## config.mk

```make
export PLATFORM = sky130hd
export DESIGN_NAME = alu_control_sequencer
export DESIGN_NICKNAME = d
export VERILOG_FILES = /design/src/rtl/alu_control_sequencer.sv
export SDC_FILE = /design/constraint.sdc
export NUM_CORES = 1
export LEC_CHECK = 0
export CORE_MARGIN = 2
export CORE_UTILIZATION = 39
export DETAILED_ROUTE_END_ITERATION = 10
export HOLD_SLACK_MARGIN = 0.08
export PLACE_DENSITY = 0.8
export SLEW_MARGIN = 20
export SYNTH_ARGS = -nofsm -noshare
export SYNTH_HDL_FRONTEND = slang
export SYNTH_SLANG_ARGS = --single-unit
```

## constraint.sdc

```tcl
create_clock -name clock -period 2 [get_ports clock]
set_input_delay 0.3 -clock clock [delete_from_list [all_inputs] [get_ports clock]]
set_output_delay 0.3 -clock clock [all_outputs]
set_load 0.02 [all_outputs]
```

## src/rtl/alu_control_sequencer.sv

```systemverilog
// -----------------------------------------------------------------------------
// alu_control_sequencer
//
// Hardwired control unit for the register-to-register datapath. It steps the
// datapath through instruction fetch (T0-T2) and the execute steps (T3-T6) of
// the ALU, unary and MUL/DIV instructions. It decodes the opcode in IR[31:27]
// and drives the per-step strobes that the datapath would otherwise need from
// a testbench.
//
// Ports
//   clock        system clock; all state changes on the rising edge
//   clear        synchronous active-high reset (state -> IDLE, count -> 0)
//   IR           instruction register from the datapath; opcode = IR[31:27]
//   mem_ready    memory read data valid; only looked at in T1
//   PCout..Yin   datapath transfer strobes
//   Zlowin..LOin Z / HI / LO register strobes
//   Gra..Rout    register-field select and direction for select-and-encode
//   ADD..DIV     one-hot ALU operation, high only in the step that loads Zlow
//   run          high while sequencing (T0-T6), low in IDLE and HALT
//   illegal      single-cycle pulse in T3 for an unsupported opcode
//   instr_count  retired-instruction counter, wraps at 16 bits
//
// Configuration
//   ALU_CTRL_MULDIV_EN  when defined, MUL/DIV are decoded and T6 plus the
//                       HI/LO/Zhigh strobes are live. When undefined, MUL/DIV
//                       opcodes take the illegal path and those outputs stay 0.
// -----------------------------------------------------------------------------
module alu_control_sequencer (
    input  logic        clock,
    input  logic        clear,
    input  logic [31:0] IR,
    input  logic        mem_ready,
    output logic        PCout,
    output logic        MARin,
    output logic        IncPC,
    output logic        PCin,
    output logic        MDMuxread,
    output logic        MDRin,
    output logic        MDRout,
    output logic        IRin,
    output logic        Yin,
    output logic        Zlowin,
    output logic        Zhighin,
    output logic        Zlowout,
    output logic        Zhighout,
    output logic        HIin,
    output logic        LOin,
    output logic        Gra,
    output logic        Grb,
    output logic        Grc,
    output logic        Rin,
    output logic        Rout,
    output logic        ADD,
    output logic        SUB,
    output logic        AND,
    output logic        OR,
    output logic        SHR,
    output logic        SHRA,
    output logic        SHL,
    output logic        ROR,
    output logic        ROL,
    output logic        NEG,
    output logic        NOT,
    output logic        MUL,
    output logic        DIV,
    output logic        run,
    output logic        illegal,
    output logic [15:0] instr_count
);

    typedef enum logic [3:0] {
        S_IDLE, S_T0, S_T1, S_T2, S_T3, S_T4, S_T5, S_T6, S_HALT
    } state_t;

    typedef enum logic [2:0] {
        CLS_BINARY, CLS_MULDIV, CLS_UNARY, CLS_HALT, CLS_ILLEGAL
    } op_class_t;

    localparam logic [4:0] OPC_ADD  = 5'b00011;
    localparam logic [4:0] OPC_SUB  = 5'b00100;
    localparam logic [4:0] OPC_AND  = 5'b00101;
    localparam logic [4:0] OPC_OR   = 5'b00110;
    localparam logic [4:0] OPC_ROR  = 5'b00111;
    localparam logic [4:0] OPC_ROL  = 5'b01000;
    localparam logic [4:0] OPC_SHR  = 5'b01001;
    localparam logic [4:0] OPC_SHRA = 5'b01010;
    localparam logic [4:0] OPC_SHL  = 5'b01011;
    localparam logic [4:0] OPC_DIV  = 5'b01111;
    localparam logic [4:0] OPC_MUL  = 5'b10000;
    localparam logic [4:0] OPC_NEG  = 5'b10001;
    localparam logic [4:0] OPC_NOT  = 5'b10010;
    localparam logic [4:0] OPC_HALT = 5'b11011;

    state_t    state;
    state_t    next_state;
    op_class_t op_class;
    logic [4:0] opcode;
    logic       op_en;    // this step carries Zlowin for the ALU operation
    logic       retire;   // leaving the final execute step of a counted instruction

    // Register fields of IR are consumed by the datapath decoder, not here.
    logic unused_ir_fields;
    assign unused_ir_fields = ^IR[26:0];

    assign opcode = IR[31:27];

    // Instruction class from the opcode; anything not listed is illegal.
    always_comb begin
        op_class = CLS_ILLEGAL;
        case (opcode)
            OPC_ADD, OPC_SUB, OPC_AND, OPC_OR, OPC_ROR,
            OPC_ROL, OPC_SHR, OPC_SHRA, OPC_SHL:         op_class = CLS_BINARY;
`ifdef ALU_CTRL_MULDIV_EN
            OPC_DIV, OPC_MUL:                            op_class = CLS_MULDIV;
`endif
            OPC_NEG, OPC_NOT:                            op_class = CLS_UNARY;
            OPC_HALT:                                    op_class = CLS_HALT;
            default:                                     op_class = CLS_ILLEGAL;
        endcase
    end

    // NOTE: sequential state uses non-blocking assignments so every flop
    // samples the pre-edge value of its inputs regardless of process order.
    always_ff @(posedge clock) begin
        if (clear) state <= S_IDLE;
        else       state <= next_state;
    end

    always_ff @(posedge clock) begin
        if (clear)       instr_count <= 16'd0;
        else if (retire) instr_count <= instr_count + 16'd1;
    end

    // NOTE: every output of this block gets a default first, so no path through
    // the case statements can leave a value unassigned and infer a latch.
    always_comb begin
        next_state = state;
        op_en      = 1'b0;
        retire     = 1'b0;
        run        = 1'b0;
        illegal    = 1'b0;
        PCout      = 1'b0;  MARin    = 1'b0;  IncPC    = 1'b0;  PCin   = 1'b0;
        MDMuxread  = 1'b0;  MDRin    = 1'b0;  MDRout   = 1'b0;  IRin   = 1'b0;
        Yin        = 1'b0;  Zlowin   = 1'b0;  Zhighin  = 1'b0;  Zlowout = 1'b0;
        Zhighout   = 1'b0;  HIin     = 1'b0;  LOin     = 1'b0;
        Gra        = 1'b0;  Grb      = 1'b0;  Grc      = 1'b0;  Rin    = 1'b0;
        Rout       = 1'b0;

        case (state)
            S_IDLE: next_state = S_T0;

            S_T0: begin
                run = 1'b1;
                PCout = 1'b1; MARin = 1'b1; IncPC = 1'b1; Zlowin = 1'b1;
                next_state = S_T1;
            end

            // Strobes stay up while waiting for memory; reloading PC from the
            // same Z value on each wait cycle is harmless.
            S_T1: begin
                run = 1'b1;
                Zlowout = 1'b1; PCin = 1'b1; MDMuxread = 1'b1; MDRin = 1'b1;
                if (mem_ready) next_state = S_T2;
            end

            S_T2: begin
                run = 1'b1;
                MDRout = 1'b1; IRin = 1'b1;
                next_state = S_T3;
            end

            S_T3: begin
                run = 1'b1;
                case (op_class)
                    CLS_BINARY, CLS_MULDIV: begin
                        Grb = 1'b1; Rout = 1'b1; Yin = 1'b1;
                        next_state = S_T4;
                    end
                    CLS_UNARY: begin
                        Grb = 1'b1; Rout = 1'b1; Zlowin = 1'b1; op_en = 1'b1;
                        next_state = S_T4;
                    end
                    CLS_HALT: next_state = S_HALT;
                    default: begin
                        illegal    = 1'b1;
                        next_state = S_T0;
                    end
                endcase
            end

            S_T4: begin
                run = 1'b1;
                next_state = S_T0;
                case (op_class)
                    CLS_BINARY: begin
                        Grc = 1'b1; Rout = 1'b1; Zlowin = 1'b1; op_en = 1'b1;
                        next_state = S_T5;
                    end
`ifdef ALU_CTRL_MULDIV_EN
                    CLS_MULDIV: begin
                        Grc = 1'b1; Rout = 1'b1; Zlowin = 1'b1; Zhighin = 1'b1;
                        op_en = 1'b1;
                        next_state = S_T5;
                    end
`endif
                    CLS_UNARY: begin
                        Zlowout = 1'b1; Gra = 1'b1; Rin = 1'b1;
                        retire = 1'b1;
                    end
                    default: ;
                endcase
            end

            S_T5: begin
                run = 1'b1;
                next_state = S_T0;
                case (op_class)
                    CLS_BINARY: begin
                        Zlowout = 1'b1; Gra = 1'b1; Rin = 1'b1;
                        retire = 1'b1;
                    end
`ifdef ALU_CTRL_MULDIV_EN
                    CLS_MULDIV: begin
                        Zlowout = 1'b1; LOin = 1'b1;
                        next_state = S_T6;
                    end
`endif
                    default: ;
                endcase
            end

            S_T6: begin
                run = 1'b1;
                next_state = S_T0;
`ifdef ALU_CTRL_MULDIV_EN
                Zhighout = 1'b1; HIin = 1'b1;
                retire = 1'b1;
`endif
            end

            S_HALT: next_state = S_HALT;

            default: next_state = S_IDLE;
        endcase
    end

    // One-hot ALU operation, only in the step that loads Zlow for it.
    always_comb begin
        ADD = 1'b0; SUB = 1'b0; AND = 1'b0; OR   = 1'b0; SHR = 1'b0;
        SHRA = 1'b0; SHL = 1'b0; ROR = 1'b0; ROL = 1'b0; NEG = 1'b0;
        NOT = 1'b0; MUL = 1'b0; DIV = 1'b0;
        if (op_en) begin
            case (opcode)
                OPC_ADD:  ADD  = 1'b1;
                OPC_SUB:  SUB  = 1'b1;
                OPC_AND:  AND  = 1'b1;
                OPC_OR:   OR   = 1'b1;
                OPC_ROR:  ROR  = 1'b1;
                OPC_ROL:  ROL  = 1'b1;
                OPC_SHR:  SHR  = 1'b1;
                OPC_SHRA: SHRA = 1'b1;
                OPC_SHL:  SHL  = 1'b1;
`ifdef ALU_CTRL_MULDIV_EN
                OPC_DIV:  DIV  = 1'b1;
                OPC_MUL:  MUL  = 1'b1;
`endif
                OPC_NEG:  NEG  = 1'b1;
                OPC_NOT:  NOT  = 1'b1;
                default: ;
            endcase
        end
    end

endmodule

```

# Yosys cells after proc, flatten, opt, wreduce, memory -nomap -nowiden
# Memory sizes are Yosys's and may differ from the RTL's.
# Index checks and enable logic that the tools add are counted.
[totals] mem_count=1 ff_bits=20 in_bits=35 romBits=96 out_inout_bits=51
[memory_table] name="(no name shown)" depth=32 word_bits=3 read_ports=1 rd_clocked_by_memory_dff=0 wr=0 line="110" rtl="case (opcode)"
[op_classes] mux=44 n_eq_ne=23 add_sub_neg=1 n_reduce_logical=7
[op_table] operator="two-way mux 1 bit" n=35
[op_table] operator="one-hot mux 4 bit (7 select lines)" n=1
[op_table] operator="equality test 5 x 3 -> 1 bit (second input constant)" n=4
[op_table] operator="equality test 5 x 4 -> 1 bit (second input constant)" n=4
[op_table] operator="adder 16 x 1 -> 16 bit (second input constant)" n=1
[op_table] operator="equality test 4 x 3 -> 1 bit (second input constant)" n=4
[op_table] operator="equality test 5 bit (second input constant)" n=2
[op_table] operator="equality test 4 x 2 -> 1 bit (second input constant)" n=2
[op_table] operator="one-hot mux 4 bit (2 select lines)" n=1
[op_table] operator="OR reduction 7 bit" n=1
[op_table] operator="equality test 3 x 2 -> 1 bit (second input constant)" n=2
[op_table] operator="one-hot mux 1 bit (2 select lines)" n=3
[op_table] operator="one-hot mux 1 bit (3 select lines)" n=2
[op_table] operator="OR reduction 3 bit" n=2
[op_table] operator="equality test 5 x 2 -> 1 bit (second input constant)" n=1
[op_table] operator="equality test 4 x 1 -> 1 bit (second input constant)" n=1
[op_table] operator="equality test 4 bit (second input constant)" n=1
[op_table] operator="logical NOT 4 bit" n=1
[op_table] operator="two-way mux 4 bit" n=1
[op_table] operator="OR reduction 4 bit" n=1
[op_table] operator="equality test 3 x 1 -> 1 bit (second input constant)" n=1
[op_table] operator="logical NOT 3 bit" n=1
[op_table] operator="two-way mux 3 bit" n=1
[op_table] operator="inequality test 2 bit (second input constant)" n=1
[op_table] operator="OR reduction 2 bit" n=1

# Longest topological paths before layout
# An unclocked memory read counts as a cell.
[logic_depth] word_depth=5 ltp_mapped=8

# Worst setup path after synthesis
# No wires, ideal clock.
[synth_timing] path_kind="input-to-output" start="in IR[27]" end="out Zlowout" setup_slack_ns=-0.035 t_arrival_ns=1.735 cell_stages=8 path_cell_list="inv_1 > ha_1 > and4bb_1 > buf_4 > nand2_1 > buf_4 > nand2_1 > or2_2"
[synth_between] elab_chain_cells=4 elab_cells_between_ends=6 cone_classes="eq/ne: 1; mux: 3; reduce/logical: 1; memory: 1"
[synth_rtl] element="start: declaration" line="31" rtl="input logic [31:0] IR,"
[synth_rtl] element="memory (32 x 3 bit) (*)"
[synth_rtl] element="equality test 3 x 2 -> 1 bit or logical NOT 3 bit (tied branches)" line="194, 217"
[synth_rtl] element="two-way mux 1 bit, on equally long branches" line="194, 217"
[synth_rtl] element="one-hot mux 1 bit (3 select lines) (*)" line="149" rtl="case (state)"
[synth_rtl] element="end: declaration" line="44" rtl="output logic Zlowout,"
# Mark *: on every way between the ends. The rest lies on a longest branch, timed or not.

# Final worst setup path
[layout_timing] start="in IR[28]" end="out Zlowout"
# The elaborated chain is that of the path after synthesis.

==> key figures <==
CTS
  • Worst-Skew Late Latency: 0.26 ns
  • Clock sinks: 20
  • Root buffer cell: clkbuf_8
  • CTS tree: built
  • TritonCTS Buffers: 3
  • H-tree levels: 1
  • # hold bufs at CTS: 0
  • Bufs on Longest Clock Path: 2
  • Clock-pin transition on the worst setup and hold timing paths: 0.08 ns

Power and ir drop
  • Peak VDD IR: 341 µV
  • Part of the power in registers: 0.395
  • Total power: 1.05 mW
  • Int Pwr: 729 µW
  • Clock power share: 0.297
  • Pwr/cell area: 429 nW/µm²
  • Leakage: 1.09 nW
  • Switch share: 0.303
  • Comb power frac: 0.308
  • NetSw: 318 µW

Route
  • Routed WL: 4110 µm
  • DRC violations left: 0
  • Vias per cell: 4.97
  • Pre-antenna DRT Iters: 4
  • DR iter-0 viols: 74
  • Final ANT Viol Nets: 0
  • Drt wl/cell: 12.4 µm
  • Via count of the routed design: 1651

Synthesis
  • Distinct cells, synth: 42
  • Synth area leaders: dfxtp_1, mux2_2, buf_4
  • Largest family of logic cells by synthesized area: simple AND/OR/NAND/NOR gates
  • Synth async-reset ratio: 0
  • Multiplexer share of the synthesized area: 0.0913
  • Number of synthesized flops with an enable pin: 0
  • Mapped Cells: 204
  • Sequential share of the synthesized area: 0.250
  • Post-synth top area share: 0.250
  • Post-synthesis compound-gate area fraction: 0.167
  • Adder-cell share of the synthesized area: 0.0390
  • Main synth FF type: dfxtp_1
  • Post-synth top area cell: dfxtp_1
  • Post-Synth Simple-Gate Area: 0.325
  • Ys Warns: 0
  • Cell Area, Synth: 1600 µm²
  • XOR/XNOR share of the synthesized area: 0
  • Flops & latches, synth: 20
  • Synth Area per Inst: 7.86 µm²

Placed design
  • GPL Wtd Cong: 0.841
  • Placed cell count: 329
  • Port bufs: 52
  • Post-DP HPWL: 3200 µm

Finish
  • Syn-to-layout area delta: 52.3%
  • Antenna diodes: 0
  • Nets: 323
  • Finished Core Util: 0.615
  • # fillers: 339
  • Share of layout cells above drive strength 1: 0.344
  • Non-Filler Instances: 332

STA
  • Fin crit share: 1.01
  • Hold violation count in the final report: 0
  • RSZ-0062 raised after global routing: yes
  • Fin. max-slew vios: 0
  • # setup viols final: 1
  • Fin crit period: 2.02 ns
  • Post-route setup slack: -0.0209 ns
  • Final clock skew: 0.00553 ns
  • FMAX: 0.495 GHz

Global routing
  • All-Layer GR Usage: 0.188
  • Overflow after GRT: 0
  • Vias in the first global route: 1550
  • First-pass GRT wire length: 6760 µm
  • Largest net degree at the start of global routing: 32
  • Initial antenna violation count: 0

Critical path
  • Setup crit end kind: output pin
  • Worst R2R Setup Slack: 0.20 ns
  • CP max FO: 5
  • CP most frequent cell: nand2_2
  • Worst EP required: 1.70 ns
  • Crit path cell chain: clkdlybuf4s15_2 -> inv_1 -> ha_1 -> and4bb_2 -> nand2_2 -> nand2_2 -> or2_2 -> buf_6
  • Critical path arrival: 1.72 ns
  • Slowest cell delay on critical path: 0.30 ns
  • Critical path type: in2out
  • CP max stage cell: or2_2
  • Startpoint types: input pin

Status
  • Status: finished with violations
  • Failing checks: negative setup slack

Floorplan
  • Core Area: 3970 µm²
  • Die Area: 4640 µm²
  • Die Wd: 68.1 µm
  • # IOs: 86
  • Initial core utilization: 0.404
  • Row count: 23
  • Die height: 68.1 µm

Worst hold path
  • HP Class: reg2reg

Flow run
  • Max Cap Violations: 0
cells in the final DEF (no fill, tap or decap), drive strengths merged, types with 8 or more instances in the layout:
master / count
nor3: 9
dfxtp: 20
dlygate4sd2: 11
clkdlybuf4s50: 19
nor2b: 15
buf: 58
nor2: 28
nand2: 9
a21oi: 10
mux2: 13
inv: 8
nand3: 11
kinds of logic after synthesis:
family / after synthesis
flip-flops: 20
buffers and inverters: 34
multiplexers: 13
adder cells (fa/ha/maj): 5
AO/OA/AOI/OAI: 34
AND/OR/NAND/NOR: 97
other: 1
flip-flops by register name, summed over array words and instances (netlist names):
register,count
state,4
instr_count,16
synthesized netlist by cell type, types with 2 or more instances:
cell and count:
nor2_1 28, dfxtp_1 20, buf_4 15, nor2b_1 15, mux2_2 12, nand3_1 10, a21oi_1 9, nand2_1 9
nor3_1 9, inv_1 8, and3_1 7, clkbuf_1 7, a211oi_1 5, ha_1 5, nand2b_1 4, a21o_1 3
and4_1 3, o21ai_0 3, a2111oi_0 2, and2_1 2, and4bb_1 2, buf_2 2, buf_6 2, nand4_1 2
o21bai_1 2, or3_1 2
through the flow:
| step | setup slack, ns | area (µm²) | setup TNS [ns] | hold slack [ns] |
|---|---|---|---|---|
| finish | -0.0209 | 2440 | -0.0209 | 0.535 |
| global route | -0.0594 | 2440 | -0.0745 | 0.580 |
| CTS | -0.0284 | 2430 | -0.0284 | 0.537 |
| detailed placement | -0.776 | 2380 | -20.05 | 0.526 |
| global placement | -0.719 | 2380 | -18.49 | 0.506 |
| floorplan | 0.0400 | 1630 | 0 | 0.526 |
per-layer routing:
layer  GRT usage  up-vias  part of all wire
met4      0.0425        0            0.0078
met3      0.0444        4             0.048
met1       0.229      752              0.46
met5           0        -                 0
li1            -      849                 -
met2       0.335       46              0.49
path summary, 6_finish.rpt:
check                       from         endpoint  depth (start not counted)
hold / removal    instr_count[1]   instr_count[1]                          2
setup / recovery          IR[28]          Zlowout                          8
setup reg to reg  instr_count[4]  instr_count[13]                          5
hold reg to reg   instr_count[1]   instr_count[1]                          2
power groups by stage:
stage | Clock (mW) | Combinational (mW) | Sequential, mW
3_5_place_dp | 0 | 0.340 | 0.423
4_1_cts | 0.314 | 0.317 | 0.414
3_3_place_gp | 0 | 0.333 | 0.423
6_report | 0.311 | 0.323 | 0.413
5_1_grt | 0.332 | 0.354 | 0.415
2_1_floorplan | 0 | 0.201 | 0.422
critical path, delay by kind of cell:
family        cells  cell delay (ns)
fa+ha+maj         1             0.29
buf+inv           3             0.38
simple gates      4             0.74
area by class of cell:
type	instances	area (µm²)	share of cell area
Clock buffer	4	55.1	0.0225
Inverter	8	30.0	0.0123
Multi-Input combinational cell	155	1110	0.453
Sequential cell	20	400	0.164
Tap cell	50	62.6	0.0256
Timing Repair Buffer	95	788	0.323
repair_timing:
item	in CTS	in global routing
cloned	0	0
pin swaps	3	3
setup endpoints to repair	43	11
setup buffers	0	0
gates resized for setup	104	10
Power figures use the tool's default switching activity.
